--- src/rtl/imm_gen_pipe.sv ---
// Immediate generator for the miniRV decode stage, feeding a DEPTH-entry valid/ready FIFO.
// Define IMMGEN_ERR_EN to add err_o and per-entry encoding-error tracking.
module imm_gen_pipe #(
  parameter int XLEN  = 32,
  parameter int DEPTH = 2,
  parameter int TAG_W = 5
) (
  input  logic                   clk_i,
  input  logic                   rst_n_i,
  input  logic                   in_valid_i,
  output logic                   in_ready_o,
  input  logic [31:0]            inst_i,
  input  logic [2:0]             sext_op_i,
  input  logic [TAG_W-1:0]       tag_i,
  output logic                   out_valid_o,
  input  logic                   out_ready_i,
  output logic [XLEN-1:0]        imm_o,
  output logic [TAG_W-1:0]       tag_o,
  output logic [$clog2(DEPTH):0] count_o
`ifdef IMMGEN_ERR_EN
  ,
  output logic                   err_o
`endif
);

  localparam int PW = $clog2(DEPTH);
  localparam int CW = PW + 1;

  localparam logic [2:0] OP_I     = 3'd0;
  localparam logic [2:0] OP_S     = 3'd1;
  localparam logic [2:0] OP_B     = 3'd2;
  localparam logic [2:0] OP_U     = 3'd3;
  localparam logic [2:0] OP_J     = 3'd4;
  localparam logic [2:0] OP_SLLI  = 3'd5;
  localparam logic [2:0] OP_SLTIU = 3'd6;

  // Size casts of signed fields sign-extend; casts of unsigned slices zero-extend.
  function automatic logic [XLEN-1:0] decode_imm(input logic [31:0] inst, input logic [2:0] op);
    logic signed [11:0] i12;
    logic signed [11:0] s12;
    logic signed [12:0] b13;
    logic signed [31:0] u32;
    logic signed [20:0] j21;
    logic [XLEN-1:0]    imm;
    i12 = inst[31:20];
    s12 = {inst[31:25], inst[11:7]};
    b13 = {inst[31], inst[7], inst[30:25], inst[11:8], 1'b0};
    u32 = {inst[31:12], 12'h000};
    j21 = {inst[31], inst[19:12], inst[20], inst[30:21], 1'b0};
    case (op)
      OP_I, OP_SLTIU: imm = XLEN'(i12);
      OP_S:           imm = XLEN'(s12);
      OP_B:           imm = XLEN'(b13);
      OP_U:           imm = XLEN'(u32);
      OP_J:           imm = XLEN'(j21);
      OP_SLLI: begin
        if (XLEN == 64) imm = XLEN'(inst[25:20]);
        else            imm = XLEN'(inst[24:20]);
      end
      default:        imm = XLEN'(inst[19:15]);
    endcase
    return imm;
  endfunction

  logic [XLEN-1:0]  imm_mem_q [DEPTH];
  logic [XLEN-1:0]  imm_mem_d [DEPTH];
  logic [TAG_W-1:0] tag_mem_q [DEPTH];
  logic [TAG_W-1:0] tag_mem_d [DEPTH];
  logic [PW-1:0]    wr_ptr_q, wr_ptr_d;
  logic [PW-1:0]    rd_ptr_q, rd_ptr_d;
  logic [CW-1:0]    count_q, count_d;
  logic             push, pop;
  logic             unused_inst;

`ifdef IMMGEN_ERR_EN
  logic err_mem_q [DEPTH];
  logic err_mem_d [DEPTH];
  logic err_new;

  assign err_new = (inst_i[1:0] != 2'b11) ||
                   ((XLEN == 32) && (sext_op_i == OP_SLLI) && inst_i[25]);
  assign err_o   = err_mem_q[rd_ptr_q];
`endif

  // Opcode bits only matter to the optional error check.
  assign unused_inst = ^inst_i[6:0];

  // Handshake flags come from registered occupancy only, so no ready->ready path exists.
  assign in_ready_o  = (count_q != CW'(DEPTH));
  assign out_valid_o = (count_q != '0);
  assign push        = in_valid_i && in_ready_o;
  assign pop         = out_valid_o && out_ready_i;

  assign imm_o   = imm_mem_q[rd_ptr_q];
  assign tag_o   = tag_mem_q[rd_ptr_q];
  assign count_o = count_q;

  always_comb begin
    imm_mem_d = imm_mem_q;
    tag_mem_d = tag_mem_q;
`ifdef IMMGEN_ERR_EN
    err_mem_d = err_mem_q;
`endif
    wr_ptr_d  = wr_ptr_q;
    rd_ptr_d  = rd_ptr_q;
    count_d   = count_q;
    if (push) begin
      imm_mem_d[wr_ptr_q] = decode_imm(inst_i, sext_op_i);
      tag_mem_d[wr_ptr_q] = tag_i;
`ifdef IMMGEN_ERR_EN
      err_mem_d[wr_ptr_q] = err_new;
`endif
      wr_ptr_d = wr_ptr_q + PW'(1);
    end
    if (pop) rd_ptr_d = rd_ptr_q + PW'(1);
    if (push && !pop)      count_d = count_q + CW'(1);
    else if (!push && pop) count_d = count_q - CW'(1);
  end

  // Storage is cleared on reset too, so the head outputs read zero afterwards.
  always_ff @(posedge clk_i) begin
    if (!rst_n_i) begin
      wr_ptr_q <= '0;
      rd_ptr_q <= '0;
      count_q  <= '0;
      for (int i = 0; i < DEPTH; i++) begin
        imm_mem_q[i] <= '0;
        tag_mem_q[i] <= '0;
`ifdef IMMGEN_ERR_EN
        err_mem_q[i] <= 1'b0;
`endif
      end
    end else begin
      wr_ptr_q  <= wr_ptr_d;
      rd_ptr_q  <= rd_ptr_d;
      count_q   <= count_d;
      imm_mem_q <= imm_mem_d;
      tag_mem_q <= tag_mem_d;
`ifdef IMMGEN_ERR_EN
      err_mem_q <= err_mem_d;
`endif
    end
  end

endmodule

--- config.mk ---
export PLATFORM = sky130hd
export DESIGN_NAME = imm_gen_pipe
export DESIGN_NICKNAME = d
export VERILOG_FILES = /design/src/rtl/imm_gen_pipe.sv
export SDC_FILE = /design/constraint.sdc
export NUM_CORES = 1
export LEC_CHECK = 0
export BUFFER_PORTS_ARGS = -buffer_cell sky130_fd_sc_hd__buf_2
export CAP_MARGIN = 15
export CELL_PAD_IN_SITES_DETAIL_PLACEMENT = 0
export CELL_PAD_IN_SITES_GLOBAL_PLACEMENT = 2
export CORE_ASPECT_RATIO = 0.5
export CORE_MARGIN = 8
export CORE_UTILIZATION = 33
export DETAILED_ROUTE_END_ITERATION = 10
export HOLD_SLACK_MARGIN = 0.08
export MAX_ROUTING_LAYER = met4
export PLACE_DENSITY = 0.83
export SLEW_MARGIN = 5
export SYNTH_ARGS = -nofsm -noshare
export SYNTH_HDL_FRONTEND = slang
export SYNTH_SLANG_ARGS = --single-unit
export TNS_END_PERCENT = 10
--- constraint.sdc ---
create_clock -name clk_i -period 1.7 [get_ports clk_i]
set_clock_uncertainty 0.05 [all_clocks]
set_input_delay 0 -clock clk_i [delete_from_list [all_inputs] [get_ports clk_i]]
set_output_delay 0 -clock clk_i [all_outputs]
set_load 0.005 [all_outputs]
==> impl_metrics.env <==
export IMPL_outcome="finished, final reports clean"
export IMPL_max_slew_margin_pct=62.0
export IMPL_place_area_sq_um=4110
export IMPL_path_delay_family="simple AND/OR/NAND/NOR gates"
export IMPL_power_mw=6.12
export IMPL_tns_ps=0
export IMPL_clockBufferDepth=2
export IMPL_r2r_slack_ps=90
export IMPL_vdd_drop_max_uv=492
export IMPL_ant_nets=0
export IMPL_drc=0
export IMPL_antenna_found_initial=0
export IMPL_syn_inst=355
export IMPL_comb_power_share_pct=29.3
export IMPL_synth_most_common_cell="dfxtp_1"
export IMPL_r2r_start="count_o[1]"
export IMPL_drive_above_1_share_pct=35.0
export IMPL_die_h_microns=89.6
export IMPL_grt_usage_pct=15.4
export IMPL_reg2regPathDepth=5
export IMPL_switching_share_pct=29.8
export IMPL_seqPwrFrac_pct=35.9
export IMPL_first_global_vias=3104
export IMPL_drt_total_wl_microns=10800
export IMPL_setup_viol=0
export IMPL_timing_rr_end="count_o[1]"
export IMPL_p_sw_mw=1.82
export IMPL_gp_congestion=0.753
export IMPL_synth_edf_count=0
export IMPL_intPower_mw=4.29
export IMPL_pin_count=85
export IMPL_numCtsBuffers=9
export IMPL_worstPathRequired_ps=1920
export IMPL_row_count=27
export IMPL_final_area_sq_um=4730
export IMPL_hp_class="in2reg"
export IMPL_dieArea_sq_um=14600
export IMPL_core_area_sq_um=10800
export IMPL_synth_main_ff_cell="dfxtp_1"
export IMPL_stdcell_count=602
export IMPL_synthTopCellsByArea="dfxtp_1 44%, mux2_2 12%, o2bb2ai_1 6.1%"
export IMPL_yosysTopAreaCell="dfxtp_1"
export IMPL_htree_num_levels=3
export IMPL_die_w_microns=163
export IMPL_syn_area_per_cell_sq_um=10.1
export IMPL_grt_max_degree=63
export IMPL_p_leak_nw=1.94
export IMPL_diodes=0
export IMPL_slowest_stage="or3_1"
export IMPL_synth_cell_types=44
export IMPL_dr_pass1_iters=4
export IMPL_drv_slew=0
export IMPL_start_kind="register"
export IMPL_syn_area_sq_um=3580
export IMPL_hold_start="in_valid_i"
export IMPL_drt_iter0_drc=142
export IMPL_cts_num_sinks=78
export IMPL_synth_seq_cells=78
export IMPL_final_hold_viol_count=0
export IMPL_yosysSeqAreaShare_pct=43.6
export IMPL_cp_arrival_ps=1830
export IMPL_port_buffer_count=77
export IMPL_synthTopCellsByCount="78 x dfxtp_1, 37 x mux2_2, 27 x o21ai_0, 25 x a21oi_1, 25 x o2bb2ai_1"
export IMPL_nets=497
export IMPL_holdPathEnd="wr_ptr_q"
export IMPL_viasPerCell=5.19
export IMPL_cts_root_buffer_cell="clkbuf_16"
export IMPL_start_util_pct=33.2
export IMPL_cp_end_kind="register"
export IMPL_avgRoutedWirePerCell_microns=17.9
export IMPL_yosysWarnings=0
export IMPL_place_hpwl_microns=7130
export IMPL_yosysTopAreaCellShare_pct=43.6
export IMPL_grt_ovfl_total=0
export IMPL_grt_pass1_wl_microns=16900
export IMPL_async_reset_ff_share_pct=0
export IMPL_clkPwrFrac_pct=34.8
export IMPL_drv_cap=0
export IMPL_worst_pin_slew_ps=564
export IMPL_place_inst=559
export IMPL_crit_path_max_incr_delay_ps=360
export IMPL_crit_path_cell_trace="or2_2 -> nand2_2 -> ha_4 -> or3_1 -> a21boi_2"
export IMPL_rsz0062_at_grt="no"
export IMPL_layout_min_cycle_time_ps=1610
export IMPL_power_density_nw_per_um2=1290
export IMPL_vias=3125
export IMPL_syn_nets=400
export IMPL_cts_tree="built"
export IMPL_worstSkewPairLatency_ps=330
export IMPL_fin_crit_sh_pct=94.4
export IMPL_fmax_ghz=0.623
export IMPL_crit_fanout=5
export IMPL_area_growth_pct=32.1
export IMPL_path_clk_slew_ps=60
export IMPL_critical_path_class="reg2reg"
export IMPL_holdPathStages=4
export IMPL_final_util_pct=43.9
export IMPL_path_buf_inv=0
## worst max path at each step
stage	start	end	slack [ps]	cells past startpoint
6_report	count_o[1]	count_o[1]	90	5
5_1_grt	count_o[1]	count_o[1]	8	5
4_1_cts	count_o[1]	count_o[1]	5	5
3_5_place_dp	count_o[1]	count_o[1]	-9	5
3_3_place_gp	count_o[1]	count_o[1]	80	5
2_1_floorplan	count_o[0]	count_o[1]	80	5
## cells in the final DEF (no fill, tap or decap), types with 12 or more instances in the layout
master,count
nand2_1,21
a22o_1,12
o2bb2ai_1,25
o21ai_0,27
mux2_2,37
dlygate4sd3_1,26
buf_4,13
dfxtp_1,77
a21oi_1,25
buf_2,77
## routing by layer
metal | vias to the layer above | global-route usage (%) | share of wire [%]
li1 | 1537 | - | -
met5 | - | - | 0
met1 | 1501 | 20.8 | 53
met4 | 0 | 3.97 | 0.98
met2 | 75 | 21.9 | 41
met3 | 12 | 4.96 | 5.4
## cell type report
type,instances,area [sq um]
Timing Repair Buffer,118,783
Tap cell,145,181
Sequential cell,78,1560
Multi-Input combinational cell,243,1860
Clock buffer,11,253
Clock inverter,5,81.3
Fill cell,1043,6050
Inverter,2,7.51
## metrics by stage
stage          hold slack [ps]  worst slack, ps
6_report                   109             94.9
5_1_grt                    148             7.60
4_1_cts                   98.8             4.88
3_5_place_dp               185            -8.85
3_3_place_gp               182             81.7
2_1_floorplan             75.5             78.7
## sequential cells by signal (all words and copies together), names as in the netlist
| signal | count |
|---|---|
| wr_ptr_q | 1 |
| rd_ptr_q | 1 |
| imm_mem_q | 64 |
| count_o | 2 |
| tag_mem_q | 10 |
## kinds of logic after synthesis
logic type               count (synthesis)  share of synthesized area [%]
adder cells (fa/ha/maj)                  1                          0.349
AO/OA/AOI/OAI                          124                           24.3
buffers and inverters                   34                           4.93
AND/OR/NAND/NOR                         74                           13.3
XOR/XNOR                                 4                          0.979
multiplexers                            40                           12.5
flip-flops                              78                           43.6
## tightest hold or removal path, delay by kind of cell
kind / cells / cell delay, ps
buffers and inverters: 2 / 200
AOI/OAI and AO/OA: 2 / 250
## power by group through the flow
stage	logic [mW]	clock network, mW	registers [mW]
2_1_floorplan	1.09	0	2.20
3_3_place_gp	1.67	0	2.22
3_5_place_dp	1.68	0	2.23
4_1_cts	1.76	2.18	2.20
5_1_grt	1.97	2.27	2.23
6_report	1.79	2.13	2.19
## what timing repair did
action / CTS / global route
gates resized for setup: 0 / 4
cloned: 0 / 0
hold buffers: 26 / 0
setup endpoints to repair: 1 / 1
hold endpoints to repair: 62 / 0
buffers inserted: 1 / 0
pin swaps: 0 / 0
Note: power is estimated with default switching activity, not from simulation.
